### config.mk
export PLATFORM = sky130hd
export DESIGN_NAME = hazard_ctrl
export DESIGN_NICKNAME = d
export VERILOG_FILES = /design/src/rtl/hazard_ctrl.sv
export SDC_FILE = /design/constraint.sdc
export NUM_CORES = 1
export LEC_CHECK = 0
export CAP_MARGIN = 20
export CORE_ASPECT_RATIO = 1.5
export CORE_MARGIN = 1
export CORE_UTILIZATION = 50
export DETAILED_ROUTE_END_ITERATION = 6
export GPL_TIMING_DRIVEN = 0
export PLACE_DENSITY = 0.87
export SYNTH_ARGS = -nofsm -noshare
export SYNTH_HDL_FRONTEND = slang
export SYNTH_SLANG_ARGS = --single-unit
### constraint.sdc
create_clock -name cpu_clk -period 2.85 [get_ports cpu_clk]
set_input_delay 0.57 -clock cpu_clk [delete_from_list [all_inputs] [get_ports cpu_clk]]
set_output_delay 0.57 -clock cpu_clk [all_outputs]
set_load 0.05 [all_outputs]
### src/rtl/hazard_ctrl.sv
// hazard_ctrl -- pipeline hazard controller for the five-stage miniRV core.
//
// Keeps a shadow scoreboard of the destination registers in flight in the
// EX, MEM and WB stages. From it, and from the instruction currently in ID,
// it derives operand-forwarding selects, load-use stalls and control-hazard
// flushes. Two wrapping counters record stall cycles and redirect events.
//
// Ports
//   cpu_clk, cpu_rst        clock, synchronous active-high reset
//   id_valid                ID holds a real instruction (not a bubble)
//   id_rs1, id_rs2          ID source registers
//   id_use_rs1, id_use_rs2  ID instruction actually reads rs1 / rs2
//   id_rd, id_rf_we         ID destination register and its write enable
//   id_is_load              ID instruction is a load
//   ex_redirect             EX resolved a taken branch / jal / jalr
//   pc_hold, if_id_hold     freeze PC and IF_ID (load-use stall)
//   id_ex_bubble            load NOP into ID_EX (load-use stall)
//   if_id_flush, id_ex_flush  kill the two wrong-path instructions
//   fwd_a, fwd_b            operand source: 0 regfile, 1 EX, 2 MEM, 3 WB
//   stall_cnt, flush_cnt    event counters, wrap modulo 2^CNT_W

// Per-source forwarding / load-use detection. One instance per operand.
//   rs, en                  source register and "operand is read"
//   ex_*, mem_*, wb_*       scoreboard entry relevance and destination
//   sel                     forwarding select for this operand
//   load_hit                operand depends on a load still in EX
module hazard_src (
  input  logic [4:0] rs,
  input  logic       en,
  input  logic       ex_rel,
  input  logic       ex_load,
  input  logic [4:0] ex_rd,
  input  logic       mem_rel,
  input  logic [4:0] mem_rd,
  input  logic       wb_rel,
  input  logic [4:0] wb_rd,
  output logic [1:0] sel,
  output logic       load_hit
);
  logic active;
  logic ex_hit, mem_hit, wb_hit;

  // x0 is hard-wired zero: never a dependency.
  assign active  = en && (rs != 5'd0);
  assign ex_hit  = active && ex_rel  && (ex_rd  == rs);
  assign mem_hit = active && mem_rel && (mem_rd == rs);
  assign wb_hit  = active && wb_rel  && (wb_rd  == rs);

  // A load in EX has no data yet; fall through to older stages so the
  // select is still well-defined (the stall makes it don't-care anyway).
  assign load_hit = ex_hit && ex_load;

  always_comb begin
    sel = 2'd0;
    if (ex_hit && !ex_load) sel = 2'd1;
    else if (mem_hit)       sel = 2'd2;
    else if (wb_hit)        sel = 2'd3;
  end
endmodule

module hazard_ctrl #(
  parameter int CNT_W = 16
) (
  input  logic             cpu_clk,
  input  logic             cpu_rst,
  input  logic             id_valid,
  input  logic [4:0]       id_rs1,
  input  logic [4:0]       id_rs2,
  input  logic             id_use_rs1,
  input  logic             id_use_rs2,
  input  logic [4:0]       id_rd,
  input  logic             id_rf_we,
  input  logic             id_is_load,
  input  logic             ex_redirect,
  output logic             pc_hold,
  output logic             if_id_hold,
  output logic             id_ex_bubble,
  output logic             if_id_flush,
  output logic             id_ex_flush,
  output logic [1:0]       fwd_a,
  output logic [1:0]       fwd_b,
  output logic [CNT_W-1:0] stall_cnt,
  output logic [CNT_W-1:0] flush_cnt
);
  typedef struct packed {
    logic       valid;
    logic [4:0] rd;
    logic       we;
    logic       load;
  } sb_ent_t;

  localparam int EX  = 0;
  localparam int MEM = 1;
  localparam int WB  = 2;

  sb_ent_t [2:0] sb;
  logic    [2:0] rel;

  logic [1:0][4:0] src_rs;
  logic [1:0]      src_en;
  logic [1:0][1:0] src_sel;
  logic [1:0]      src_load_hit;

  logic load_use;
  logic stall;

  // An entry matters only if it will really write a nonzero register.
  for (genvar s = 0; s < 3; s++) begin : g_rel
    assign rel[s] = sb[s].valid && sb[s].we && (sb[s].rd != 5'd0);
  end

  assign src_rs = {id_rs2, id_rs1};
  assign src_en = {id_use_rs2, id_use_rs1};

  for (genvar s = 0; s < 2; s++) begin : g_src
    hazard_src u_src (
      .rs       (src_rs[s]),
      .en       (src_en[s]),
      .ex_rel   (rel[EX]),
      .ex_load  (sb[EX].load),
      .ex_rd    (sb[EX].rd),
      .mem_rel  (rel[MEM]),
      .mem_rd   (sb[MEM].rd),
      .wb_rel   (rel[WB]),
      .wb_rd    (sb[WB].rd),
      .sel      (src_sel[s]),
      .load_hit (src_load_hit[s])
    );
  end

  assign fwd_a = src_sel[0];
  assign fwd_b = src_sel[1];

  // Redirect wins: the ID instruction is wrong-path and gets flushed, so
  // stalling for it would only waste a cycle and delay the PC taking npc.
  assign load_use = id_valid && (|src_load_hit);
  assign stall    = load_use && !ex_redirect;

  assign pc_hold      = stall;
  assign if_id_hold   = stall;
  assign id_ex_bubble = stall;
  assign if_id_flush  = ex_redirect;
  assign id_ex_flush  = ex_redirect;

  // The load flag is only consulted in EX; older copies ride along so the
  // entries stay uniform.
  logic unused_load;
  assign unused_load = sb[MEM].load ^ sb[WB].load;

  always_ff @(posedge cpu_clk) begin
    if (cpu_rst) begin
      sb        <= '0;
      stall_cnt <= '0;
      flush_cnt <= '0;
    end else begin
      sb[WB]  <= sb[MEM];
      sb[MEM] <= sb[EX];
      // A stalled or flushed ID instruction does not advance; EX gets a
      // bubble, which also guarantees a stall never lasts past one cycle.
      if (stall || ex_redirect) sb[EX] <= '0;
      else sb[EX] <= '{valid: id_valid, rd: id_rd, we: id_rf_we, load: id_is_load};
      if (stall)       stall_cnt <= stall_cnt + CNT_W'(1);
      if (ex_redirect) flush_cnt <= flush_cnt + CNT_W'(1);
    end
  end
endmodule

==> results of run 1 <==
[layout make-up]
| cell class | instances | area share |
|---|---|---|
| Buffer | 15 | 0.0250 |
| Clock buffer | 6 | 0.0193 |
| Tap cell | 70 | 0.0233 |
| Multi-Input combinational cell | 238 | 0.454 |
| Clock inverter | 2 | 0.0100 |
| Timing Repair Buffer | 70 | 0.175 |
| Inverter | 3 | 0.00300 |
| Sequential cell | 54 | 0.290 |
[placed cells by master (no fill, tap or decap), types with 8 or more instances in the layout]
cell type	n
dfxtp_1	50
clkdlybuf4s50_1	45
nor2_1	37
nor2b_1	29
xnor2_1	22
nand2_1	16
xor2_1	15
a21oi_1	13
nand3_1	12
mux2_1	12
buf_4	12
nand4_1	10
clkbuf_1	9
nor3_1	8
nor4b_1	8
[stage by stage]
step           worst slack (ns)  instance area, um2  total power [mW]
2_1_floorplan            0.0666                2830             0.882
3_3_place_gp              -1.08                3540             0.945
3_5_place_dp              -1.12                3540             0.950
4_1_cts                -0.00710                3710              1.45
5_1_grt                 -0.0155                3750              1.51
6_report                 0.0433                3750              1.45
[worst min-delay path by stage]
stage | slack [ns] | cells past startpoint | to
global placement | 0.46 | 1 | sb[23]$_SDFF_PP0_
CTS | 0.48 | 1 | sb[17]$_SDFF_PP0_
floorplan | 0.44 | 1 | sb[23]$_SDFF_PP0_
finish | 0.48 | 1 | sb[23]$_SDFF_PP0_
detailed placement | 0.46 | 1 | sb[17]$_SDFF_PP0_
global route | 0.49 | 1 | sb[17]$_SDFF_PP0_
[registers in the layout (all words and copies together) (netlist names)]
name,count
stall_cnt,16
sb,22
flush_cnt,16
[critical path: cells and delay by family]
family | cells | cell delay [ns]
XOR/XNOR | 1 | 0.19
buffers and inverters | 3 | 0.49
AND/OR/NAND/NOR | 2 | 0.72
AO/OA/AOI/OAI | 1 | 0.26
[routing by layer]
layer  vias up  track usage  routed length (um)  share of wire
li1       1229            -                   -              -
met1      1229        0.236                2550           0.38
met2        66        0.439                3770           0.56
met3        11       0.0437                 326          0.048
met4         0        0.108                 136          0.020
met5         -            0                   0              0
[timing repair]
item                                    in CTS  in global routing
gates resized for setup                     75                 26
pin swaps                                    6                  6
hold buffers                                 0                  0
endpoints found under the setup margin       7                  5
buffers inserted                             5                  3
[cells by family (layout without fill, tap and decap cells)]
logic type | after synthesis | in the layout | synth area share
and+or+nand+nor | 146 | 146 | 0.284
DFF | 54 | 54 | 0.385
xor gates and xnor gates | 42 | 42 | 0.131
AOI/OAI and AO/OA | 31 | 31 | 0.0838
buffers and inverters | 20 | 96 | 0.0401
muxes | 17 | 17 | 0.0673
adders and majority gates | 2 | 2 | 0.00892
[where the power goes]
| part | internal, mW | switching (mW) | total [mW] |
|---|---|---|---|
| Sequential | 0.766 | 0.0155 | 0.781 |
| Combinational | 0.0776 | 0.0833 | 0.161 |
| Clock | 0.262 | 0.250 | 0.512 |
==> out/results.tsv, run 1 <==
stage	metric	value	unit
routing	first-pass detailed-route iteration total	4	
worst_hold_path	Hold Path Class	reg -> reg	
yosys	area of the mapped netlist	0.00281	mm2
sta	period utilization	0.985	
clock_network	Num CTS Buffers	5	
clock_network	clk root buf	clkbuf_8	
yosys	Synth top cells by count	dfxtp_1 (54), nor2_1 (37), nor2b_1 (29)	
worst_setup_path	Worst R2R Path Depth	8	
floorplan	Die ar.	0.00592	mm2
worst_setup_path	worst reg-to-reg setup slack	0.56	ns
sta	max-slew violations	0	
floorplan	Core Region	0.00545	mm2
clock_network	H-tree depth	2	
routing	Final ANT Viol Nets	0	
placement	PortBufs	62	
sta	final hold slack	0.480	ns
status	status	complete, no violations	
yosys	sequential area share after synthesis	0.385	
grt	GRT Overall Usage	0.230	
yosys	synth warn	0	
worst_setup_path	Critical Path RT	2.28	ns
sta	Rel. slew slack	0.648	
clock_network	CTS tree	built	
final_layout	Final #Nets	412	
routing	Routed wire per std cell	14.8	um
worst_setup_path	crit-path cells	clkdlybuf4s15_2, xnor2_1, nand3_1, or4_4, a21boi_4, buf_6, buf_8	
placement	HPWL after DPL	4940	um
grt	first-pass GRT wire length	10800	um
routing	DRC Markers	0	
worst_setup_path	reg-to-reg startpoint	sb[3]$_SDFF_PP0_	
grt	initial antenna violation count	0	
power_and_ir_drop	peak supply drop	0.000297	V
final_layout	Final Util	0.688	
yosys	syn_nets	337	
yosys	largest cells by area after synthesis	dfxtp_1 (39%), xnor2_1 (8.4%), nor2b_1 (6.5%)	
sta	final hold violation count	0	
grt	largest net degree at the start of global routing	17	
final_layout	ratio of cells with drive above 1 in the final layout	0.165	
worst_setup_path	Critical-path top delay cell	or4_4	
final_layout	area taken by multi-input logic gates	0.00171	mm2
routing	WL final	6790	um
worst_setup_path	Startpoint Class	input port	
yosys	top-count cell post-synth	dfxtp_1	
yosys	Post-synth EDFFs	0	
routing	Via Count	2535	
clock_network	clk_lat worst skew	0.31	ns
yosys	post-synth top area share	0.385	
worst_setup_path	critical path startpoint	id_rs2[0]	
worst_setup_path	Worst setup EP type	primary output	
worst_setup_path	crit path max fanout	7	
sta	Setup Total Neg Slack	0	ns
final_layout	Layout Cells excl Fill	458	
clock_network	clk sinks	54	
placement	Final GP Congestion	0.836	
routing	1st-iter DRT viols	69	
grt	vias in the first global route	2479	
power_and_ir_drop	P per Cell Area	388	mW/mm2
power_and_ir_drop	Leak Pwr	1.38	nW
yosys	ys flop type	dfxtp_1	
sta	slew at the pin with the worst max-slew slack	0.523	ns
worst_setup_path	CP peak stage delay	0.60	ns
floorplan	starting density of the core	0.515	
sta	f_max	356	MHz
worst_setup_path	crit path to	if_id_hold	
yosys	Synth Instances	312	
floorplan	Die Wd	63.2	um
run	Max Cap Viol	0	
final_layout	Filler Cells Inserted	440	
yosys	FFs w/ async S/R, synth	0	
final_layout	antenna cells	0	
worst_setup_path	Crit path arrival time	2.24	ns
sta	Final min period	2.81	ns
placement	placed insts	444	
sta	final setup vio count	0	
worst_hold_path	Hold Path Origin	sb[15]$_SDFF_PP0_	
routing	post-DR vias/cell	5.53	
worst_setup_path	FF-to-FF End	stall_cnt[7]$_SDFFE_PP0P_	
grt	grt total ovfl	0	
sta	clock skew	0.00980	ns
worst_setup_path	Setup CP Type	in -> out	
floorplan	IO Pins	64	
final_layout	area delta synth->final	33.7	%
floorplan	num rows	33	
clock_network	Clock Tree Buf Depth	2	
yosys	distinct cell type count after synthesis	41	
final_layout	Storage cell area	0.00109	mm2
yosys	register bit total from synthesis	54	
yosys	average size of a mapped cell	9.00	um2
floorplan	die height	93.8	um
clock_network	Reg clk slew, reported paths	0.10	ns
yosys	leading area contributor after synthesis	dfxtp_1	
No activity file was read; power rests on OpenSTA's default activity.
==> inputs of run 2 (changes only) <==
Settings changed: CORE_MARGIN 1 to 4, SETUP_SLACK_MARGIN set to 0.05.
==> out/results.tsv, run 2 (synthesized netlist as in run 1, its figures left out) <==
stage	metric	value	unit	change
worst_setup_path	Critical Path RT	2.28	ns	about the same
sta	RSZ-0062 raised after global routing	false		
floorplan	Die Wd	69.2	um	was 63.2 um
routing	Routed wire per std cell	15.3	um	was 14.8 um
power_and_ir_drop	peak supply drop	0.000304	V	was 0.000297 V
routing	post-DR vias/cell	5.56		was 5.53
sta	final hold violation count	0		unchanged
sta	slew at the pin with the worst max-slew slack	0.513	ns	was 0.523 ns
floorplan	Core Region	0.00545	mm2	unchanged
power_and_ir_drop	Pwr Total	1.35	mW	was 1.45 mW
final_layout	ratio of cells with drive above 1 in the final layout	0.178		was 0.165
worst_setup_path	Worst R2R Path Depth	7		was 8
floorplan	IO Pins	64		unchanged
floorplan	die height	99.8	um	was 93.8 um
final_layout	Filler Cells Inserted	460		was 440
routing	1st-iter DRT viols	133		was 69
routing	DRC Markers	0		unchanged
clock_network	clk root buf	clkbuf_8		unchanged
worst_hold_path	Hold Crit Depth	1		unchanged
power_and_ir_drop	Seq pwr share	0.579		was 0.537
final_layout	area delta synth->final	34.2	%	was 33.7%
routing	WL final	7120	um	was 6790 um
worst_setup_path	Critical-path top delay cell	or4_4		unchanged
floorplan	starting density of the core	0.515		unchanged
grt	vias in the first global route	2665		was 2479
clock_network	Reg clk slew, reported paths	0.09	ns	was 0.10 ns
final_layout	Largest Register	sb		unchanged
worst_setup_path	Crit path arrival time	2.17	ns	was 2.24 ns
sta	Setup Total Neg Slack	0	ns	unchanged
final_layout	top flop regs	sb: 22 flops, flush_cnt: 16 flops, stall_cnt: 16 flops		unchanged
placement	placed insts	444		unchanged
worst_hold_path	Hold Path Class	reg -> reg		unchanged
grt	largest net degree at the start of global routing	15		was 17
clock_network	clk sinks	54		unchanged
sta	period utilization	0.963		was 0.985
placement	Placed Instance Area	0.00354	mm2	unchanged
routing	Via Count	2582		was 2535
final_layout	most common cell after layout, fill and taps aside	dfxtp_1		unchanged
run	Max Cap Viol	0		unchanged
worst_setup_path	CP peak stage delay	0.54	ns	was 0.60 ns
placement	Final GP Congestion	0.879		was 0.836
floorplan	num rows	33		unchanged
worst_setup_path	crit-path cells	or4_4, o211ai_1, or4_4, buf_8, nor2_1, a21oi_2, buf_6		was clkdlybuf4s15_2, xnor2_1, nand3_1, or4_4, a21boi_4, buf_6, buf_8
power_and_ir_drop	P per Cell Area	358	mW/mm2	was 388 mW/mm2
sta	Final min period	2.74	ns	was 2.81 ns
clock_network	CTS tree	built		unchanged
floorplan	Die ar.	0.00690	mm2	was 0.00592 mm2
placement	HPWL after DPL	5090	um	was 4940 um
clock_network	clk_lat worst skew	0.30	ns	was 0.31 ns
final_layout	Largest register FFs	22		unchanged
routing	Final ANT Viol Nets	0		unchanged
sta	max-slew violations	0		unchanged
worst_setup_path	CP dominant cell by count	or4_4		
worst_setup_path	Worst setup EP type	primary output		unchanged
power_and_ir_drop	net switching power of the design	0.332	mW	was 0.349 mW
sta	Rel. slew slack	0.655		was 0.648
routing	first-pass detailed-route iteration total	4		unchanged
worst_setup_path	Startpoint Class	register		was input port
power_and_ir_drop	Clk pwr share	0.298		was 0.352
power_and_ir_drop	Net Sw Frac	0.247		was 0.240
power_and_ir_drop	Int Power	1.02	mW	was 1.11 mW
final_layout	Layout Cells excl Fill	464		was 458
grt	first-pass GRT wire length	12000	um	was 10800 um
final_layout	Final #Nets	419		was 412
grt	GRT Overall Usage	0.211		was 0.230
placement	PortBufs	62		unchanged
status	status	complete, no violations		unchanged
power_and_ir_drop	Leak Pwr	1.39	nW	was 1.38 nW
clock_network	hold buffers post-CTS	0		unchanged
clock_network	H-tree depth	2		unchanged
power_and_ir_drop	Comb power frac	0.123		was 0.111
final_layout	commonest non-fill, non-tap cells in the layout	dfxtp_1 (49), clkdlybuf4s50_1 (43), nor2_1 (37)		was dfxtp_1 (50), clkdlybuf4s50_1 (45), nor2_1 (37)
clock_network	Clock Tree Buf Depth	2		unchanged
final_layout	Final Cell Area	0.00377	mm2	was 0.00375 mm2
sta	clock skew	0.00316	ns	was 0.00980 ns
grt	grt total ovfl	0		unchanged
worst_setup_path	Setup CP Type	reg -> out		was in -> out
sta	f_max	364	MHz	was 356 MHz
final_layout	antenna cells	0		unchanged
grt	initial antenna violation count	0		unchanged
sta	final setup vio count	0		unchanged
clock_network	Num CTS Buffers	5		unchanged
final_layout	Final Util	0.691		was 0.688
worst_setup_path	crit path max fanout	4		was 7
-- run 2: repair_timing --
item,CTS,global route
endpoints found under the hold margin,0,0
gates resized for setup,88,26
setup endpoints to repair,7,6
pin swaps,12,10
setup buffers,9,6
-- run 2: power groups by stage --
| stage | logic [mW] | clock network (mW) | registers [mW] |
|---|---|---|---|
| floorplan | 0.0774 | 0 | 0.804 |
| global placement | 0.148 | 0 | 0.798 |
| detailed placement | 0.151 | 0 | 0.799 |
| CTS | 0.157 | 0.402 | 0.781 |
| global route | 0.182 | 0.433 | 0.783 |
| finish | 0.166 | 0.401 | 0.781 |
-- run 2: worst paths after layout --
check                                      start                          to  slack, ns
worst max register to register  sb[3]$_SDFF_PP0_  stall_cnt[15]$_SDFFE_PP0P_       0.51
worst max-delay path            sb[3]$_SDFF_PP0_                    fwd_a[1]       0.11
worst min register to register  sb[9]$_SDFF_PP0_           sb[17]$_SDFF_PP0_       0.47
worst min-delay path            sb[9]$_SDFF_PP0_           sb[17]$_SDFF_PP0_       0.47
-- run 2: metrics by stage --
stage,hold slack [ns],worst slack [ns]
5_1_grt,0.481,0.0391
3_3_place_gp,0.450,-1.08
3_5_place_dp,0.455,-1.13
6_report,0.471,0.106
4_1_cts,0.469,0.00719
2_1_floorplan,0.438,0.0666
-- run 2: layer usage --
layer | track usage | wire length (um) | vias to the layer above | share of wire
met5 | 0 | 0 | - | 0
met1 | 0.232 | 2820 | 1250 | 0.40
met4 | 0.0842 | 176 | 0 | 0.025
met2 | 0.393 | 3810 | 72 | 0.53
li1 | - | - | 1244 | -
met3 | 0.0384 | 313 | 16 | 0.044
-- run 2: area by class of cell --
class                           count  area [um2]  area share
Inverter                            3        11.3     0.00299
Multi-Input combinational cell    238        1710       0.454
Tap cell                           70        87.6      0.0232
Timing Repair Buffer               77         696       0.185
Clock buffer                        7        76.3      0.0203
Sequential cell                    54        1090       0.290
Buffer                             15        93.8      0.0249
-- run 2: critical path, delay by kind of cell (launching register included) --
kind / cells / cell delay, ns
AOI/OAI and AO/OA: 2 / 0.41
DFF: 1 / 0.36
and+or+nand+nor: 3 / 0.82
buffers and inverters: 2 / 0.28
==> inputs of run 3 (changes only) <==
Settings changed: ABC_AREA set to 1, CORE_MARGIN 4 to 5, CORE_UTILIZATION 50 to 51.
Clock period 2.85 ns to 2.9 ns, I/O delays scaled along.
==> out/results.tsv, run 3 <==
stage	metric	value	unit	change
routing	Routed wire per std cell	13.2	um	was 15.3 um
final_layout	Largest Register	sb		unchanged
clock_network	CTS tree	built		unchanged
sta	final hold slack	0.428	ns	was 0.471 ns
yosys	leading area contributor after synthesis	dfxtp_1		unchanged
yosys	top-count cell post-synth	nand2_1		was dfxtp_1
placement	HPWL after DPL	6220	um	was 5090 um
routing	first-pass detailed-route iteration total	4		unchanged
routing	1st-iter DRT viols	125		was 133
placement	placed insts	606		was 444
clock_network	clk sinks	54		unchanged
sta	f_max	369	MHz	
sta	period utilization	0.934		
clock_network	Clock Tree Buf Depth	2		unchanged
yosys	distinct cell type count after synthesis	30		was 41
floorplan	die height	105	um	was 99.8 um
grt	vias in the first global route	3118		was 2665
yosys	FFs w/ async S/R, synth	0		unchanged
sta	RSZ-0062 raised after global routing	false		unchanged
yosys	largest cells by area after synthesis	dfxtp_1 (35%), nand2_1 (14%), nor2_1 (10%)		was dfxtp_1 (39%), xnor2_1 (8.4%), nor2b_1 (6.5%)
routing	Via Count	3208		was 2582
yosys	synth warn	0		unchanged
power_and_ir_drop	Leak Pwr	1.72	nW	was 1.39 nW
grt	first-pass GRT wire length	13700	um	was 12000 um
worst_hold_path	Hold Crit Depth	2		was 1
final_layout	Final Cell Area	0.00388	mm2	was 0.00377 mm2
grt	grt total ovfl	0		unchanged
final_layout	Layout Cells excl Fill	614		was 464
final_layout	antenna cells	0		unchanged
yosys	average size of a mapped cell	6.54	um2	was 9.00 um2
placement	Final GP Congestion	0.915		was 0.879
placement	Placed Instance Area	0.00380	mm2	was 0.00354 mm2
final_layout	area taken by multi-input logic gates	0.00156	mm2	was 0.00171 mm2
final_layout	area delta synth->final	26.0	%	was 34.2%
final_layout	Final Util	0.666		was 0.691
worst_hold_path	Hold Path Origin	sb[7]$_SDFF_PP0_		was sb[9]$_SDFF_PP0_
worst_setup_path	CP peak stage delay	0.49	ns	was 0.54 ns
clock_network	Num CTS Buffers	5		unchanged
sta	fin worst setup slack	0.193	ns	was 0.106 ns
worst_hold_path	Worst Hold End	sb[15]$_SDFF_PP0_		was sb[17]$_SDFF_PP0_
worst_setup_path	CP dominant cell by count	clkdlybuf4s15_1		was or4_4
floorplan	Die Wd	73.5	um	was 69.2 um
status	status	complete, no violations		unchanged
sta	Final min period	2.71	ns	
clock_network	Post-CTS Setup Bufs	0		was 9
worst_setup_path	FF-to-FF End	stall_cnt[14]$_SDFFE_PP0P_		was stall_cnt[15]$_SDFFE_PP0P_
run	Max Cap Viol	0		unchanged
power_and_ir_drop	peak supply drop	0.000296	V	was 0.000304 V
clock_network	clk root buf	clkbuf_8		unchanged
final_layout	ratio of cells with drive above 1 in the final layout	0.0793		was 0.178
clock_network	Reg clk slew, reported paths	0.10	ns	was 0.09 ns
sta	Setup Total Neg Slack	0	ns	unchanged
sta	slew at the pin with the worst max-slew slack	0.529	ns	was 0.513 ns
worst_setup_path	Worst R2R Path Depth	9		was 7
worst_setup_path	Critical-path top delay cell	clkdlybuf4s15_1		was or4_4
power_and_ir_drop	Pwr Total	1.38	mW	was 1.35 mW
yosys	Post-synth EDFFs	0		unchanged
final_layout	top flop regs	sb: 22 flops, flush_cnt: 16 flops, stall_cnt: 16 flops		unchanged
routing	post-DR vias/cell	5.22		was 5.56
yosys	post-synth top area share	0.351		was 0.385
floorplan	Die ar.	0.00773	mm2	was 0.00690 mm2
floorplan	starting density of the core	0.529		was 0.515
worst_setup_path	crit-path cells	clkdlybuf4s15_1, xor2_1, nor4_1, nand3_1, nand2_1, clkdlybuf4s15_1		was or4_4, o211ai_1, or4_4, buf_8, nor2_1, a21oi_2, buf_6
final_layout	Filler Cells Inserted	501		was 460
placement	PortBufs	63		was 62
floorplan	num rows	34		was 33
sta	final hold violation count	0		unchanged
routing	DRC Markers	0		unchanged
sta	Rel. slew slack	0.646		was 0.655
grt	GRT Overall Usage	0.217		was 0.211
placement	Setup Slack @ Placement	-0.765	ns	was -1.13 ns
final_layout	Final #Nets	566		was 419
yosys	ys flop type	dfxtp_1		unchanged
worst_setup_path	worst reg-to-reg setup slack	1.13	ns	was 0.51 ns
sta	final setup vio count	0		unchanged
yosys	area of the mapped netlist	0.00308	mm2	was 0.00281 mm2
floorplan	Core Region	0.00583	mm2	was 0.00545 mm2
worst_hold_path	Hold Path Class	reg -> reg		unchanged
worst_setup_path	Setup CP Type	in -> out		was reg -> out
routing	WL final	8080	um	was 7120 um
routing	Final ANT Viol Nets	0		unchanged
final_layout	Largest register FFs	22		unchanged
final_layout	most common cell after layout, fill and taps aside	nand2_1		was dfxtp_1
final_layout	commonest non-fill, non-tap cells in the layout	nand2_1 (111), nor2_1 (85), inv_1 (75)		was dfxtp_1 (49), clkdlybuf4s50_1 (43), nor2_1 (37)
sta	max-slew violations	0		unchanged
clock_network	clk_lat worst skew	0.32	ns	was 0.30 ns
grt	initial antenna violation count	0		unchanged
yosys	sequential area share after synthesis	0.351		was 0.385
yosys	syn_nets	496		was 337
worst_setup_path	Crit path arrival time	2.13	ns	was 2.17 ns
worst_setup_path	Worst setup EP type	primary output		unchanged
worst_setup_path	Critical Path RT	2.32	ns	was 2.28 ns
final_layout	Storage cell area	0.00108	mm2	was 0.00109 mm2
clock_network	hold buffers post-CTS	0		unchanged
grt	largest net degree at the start of global routing	20		was 15
sta	clock skew	0.00503	ns	was 0.00316 ns
floorplan	IO Pins	64		unchanged
worst_setup_path	reg-to-reg startpoint	stall_cnt[0]$_SDFFE_PP0P_		was sb[3]$_SDFF_PP0_
yosys	Synth top cells by count	nand2_1 (111), nor2_1 (85), inv_1 (76)		was dfxtp_1 (54), nor2_1 (37), nor2b_1 (29)
power_and_ir_drop	P per Cell Area	356	mW/mm2	was 358 mW/mm2
yosys	Synth Instances	471		was 312
worst_setup_path	Startpoint Class	input port		was register
yosys	register bit total from synthesis	54		unchanged
worst_setup_path	critical path startpoint	id_rs1[3]		was sb[3]$_SDFF_PP0_
clock_network	H-tree depth	2		unchanged
worst_setup_path	crit path max fanout	4		unchanged
==> run 3: cells by family after synthesis <==
family	synth area share
AOI/OAI and AO/OA	0.0382
xor gates and xnor gates	0.0711
adders and majority gates	0.00812
buffers and inverters	0.146
DFF	0.351
and+or+nand+nor	0.386
==> run 3: how the worst max path moves through the flow <==
stage	endpoint
after CTS	pc_hold
after floorplan	if_id_hold
after detailed placement	pc_hold
after global routing	if_id_hold
after global placement	pc_hold
final	fwd_a[0]
==> run 3: worst max-delay path, delay by kind of cell <==
kind / cells / cell delay, ns
xor gates and xnor gates: 1 / 0.19
buffers and inverters: 2 / 0.77
and+or+nand+nor: 3 / 0.58
==> run 3: routing by layer <==
layer,vias to the layer above,share of wire,track usage
li1,1599,-,-
met3,32,0.053,0.0365
met2,120,0.52,0.384
met5,-,0,0
met4,0,0.041,0.104
met1,1457,0.38,0.242
==> run 3: repair_timing <==
item,CTS,global route
setup endpoints to repair,7,3
resized for setup,38,17
hold endpoints to repair,0,0
==> run 3: power by group <==
| part | leakage, nW | internal (mW) | switching (mW) |
|---|---|---|---|
| registers | 0.438 | 0.753 | 0.0117 |
| logic | 1.23 | 0.0701 | 0.0930 |
| clock network | 0.0506 | 0.181 | 0.275 |
==> run 3: area by class of cell <==
| class | instances | area share |
|---|---|---|
| buffer | 16 | 0.0403 |
| sequential | 54 | 0.278 |
| multi-input combinational | 323 | 0.401 |
| inverter | 78 | 0.0764 |
| timing repair buffer | 63 | 0.155 |
| clock inverter | 3 | 0.00741 |
| tap | 72 | 0.0232 |
| clock buffer | 5 | 0.0177 |
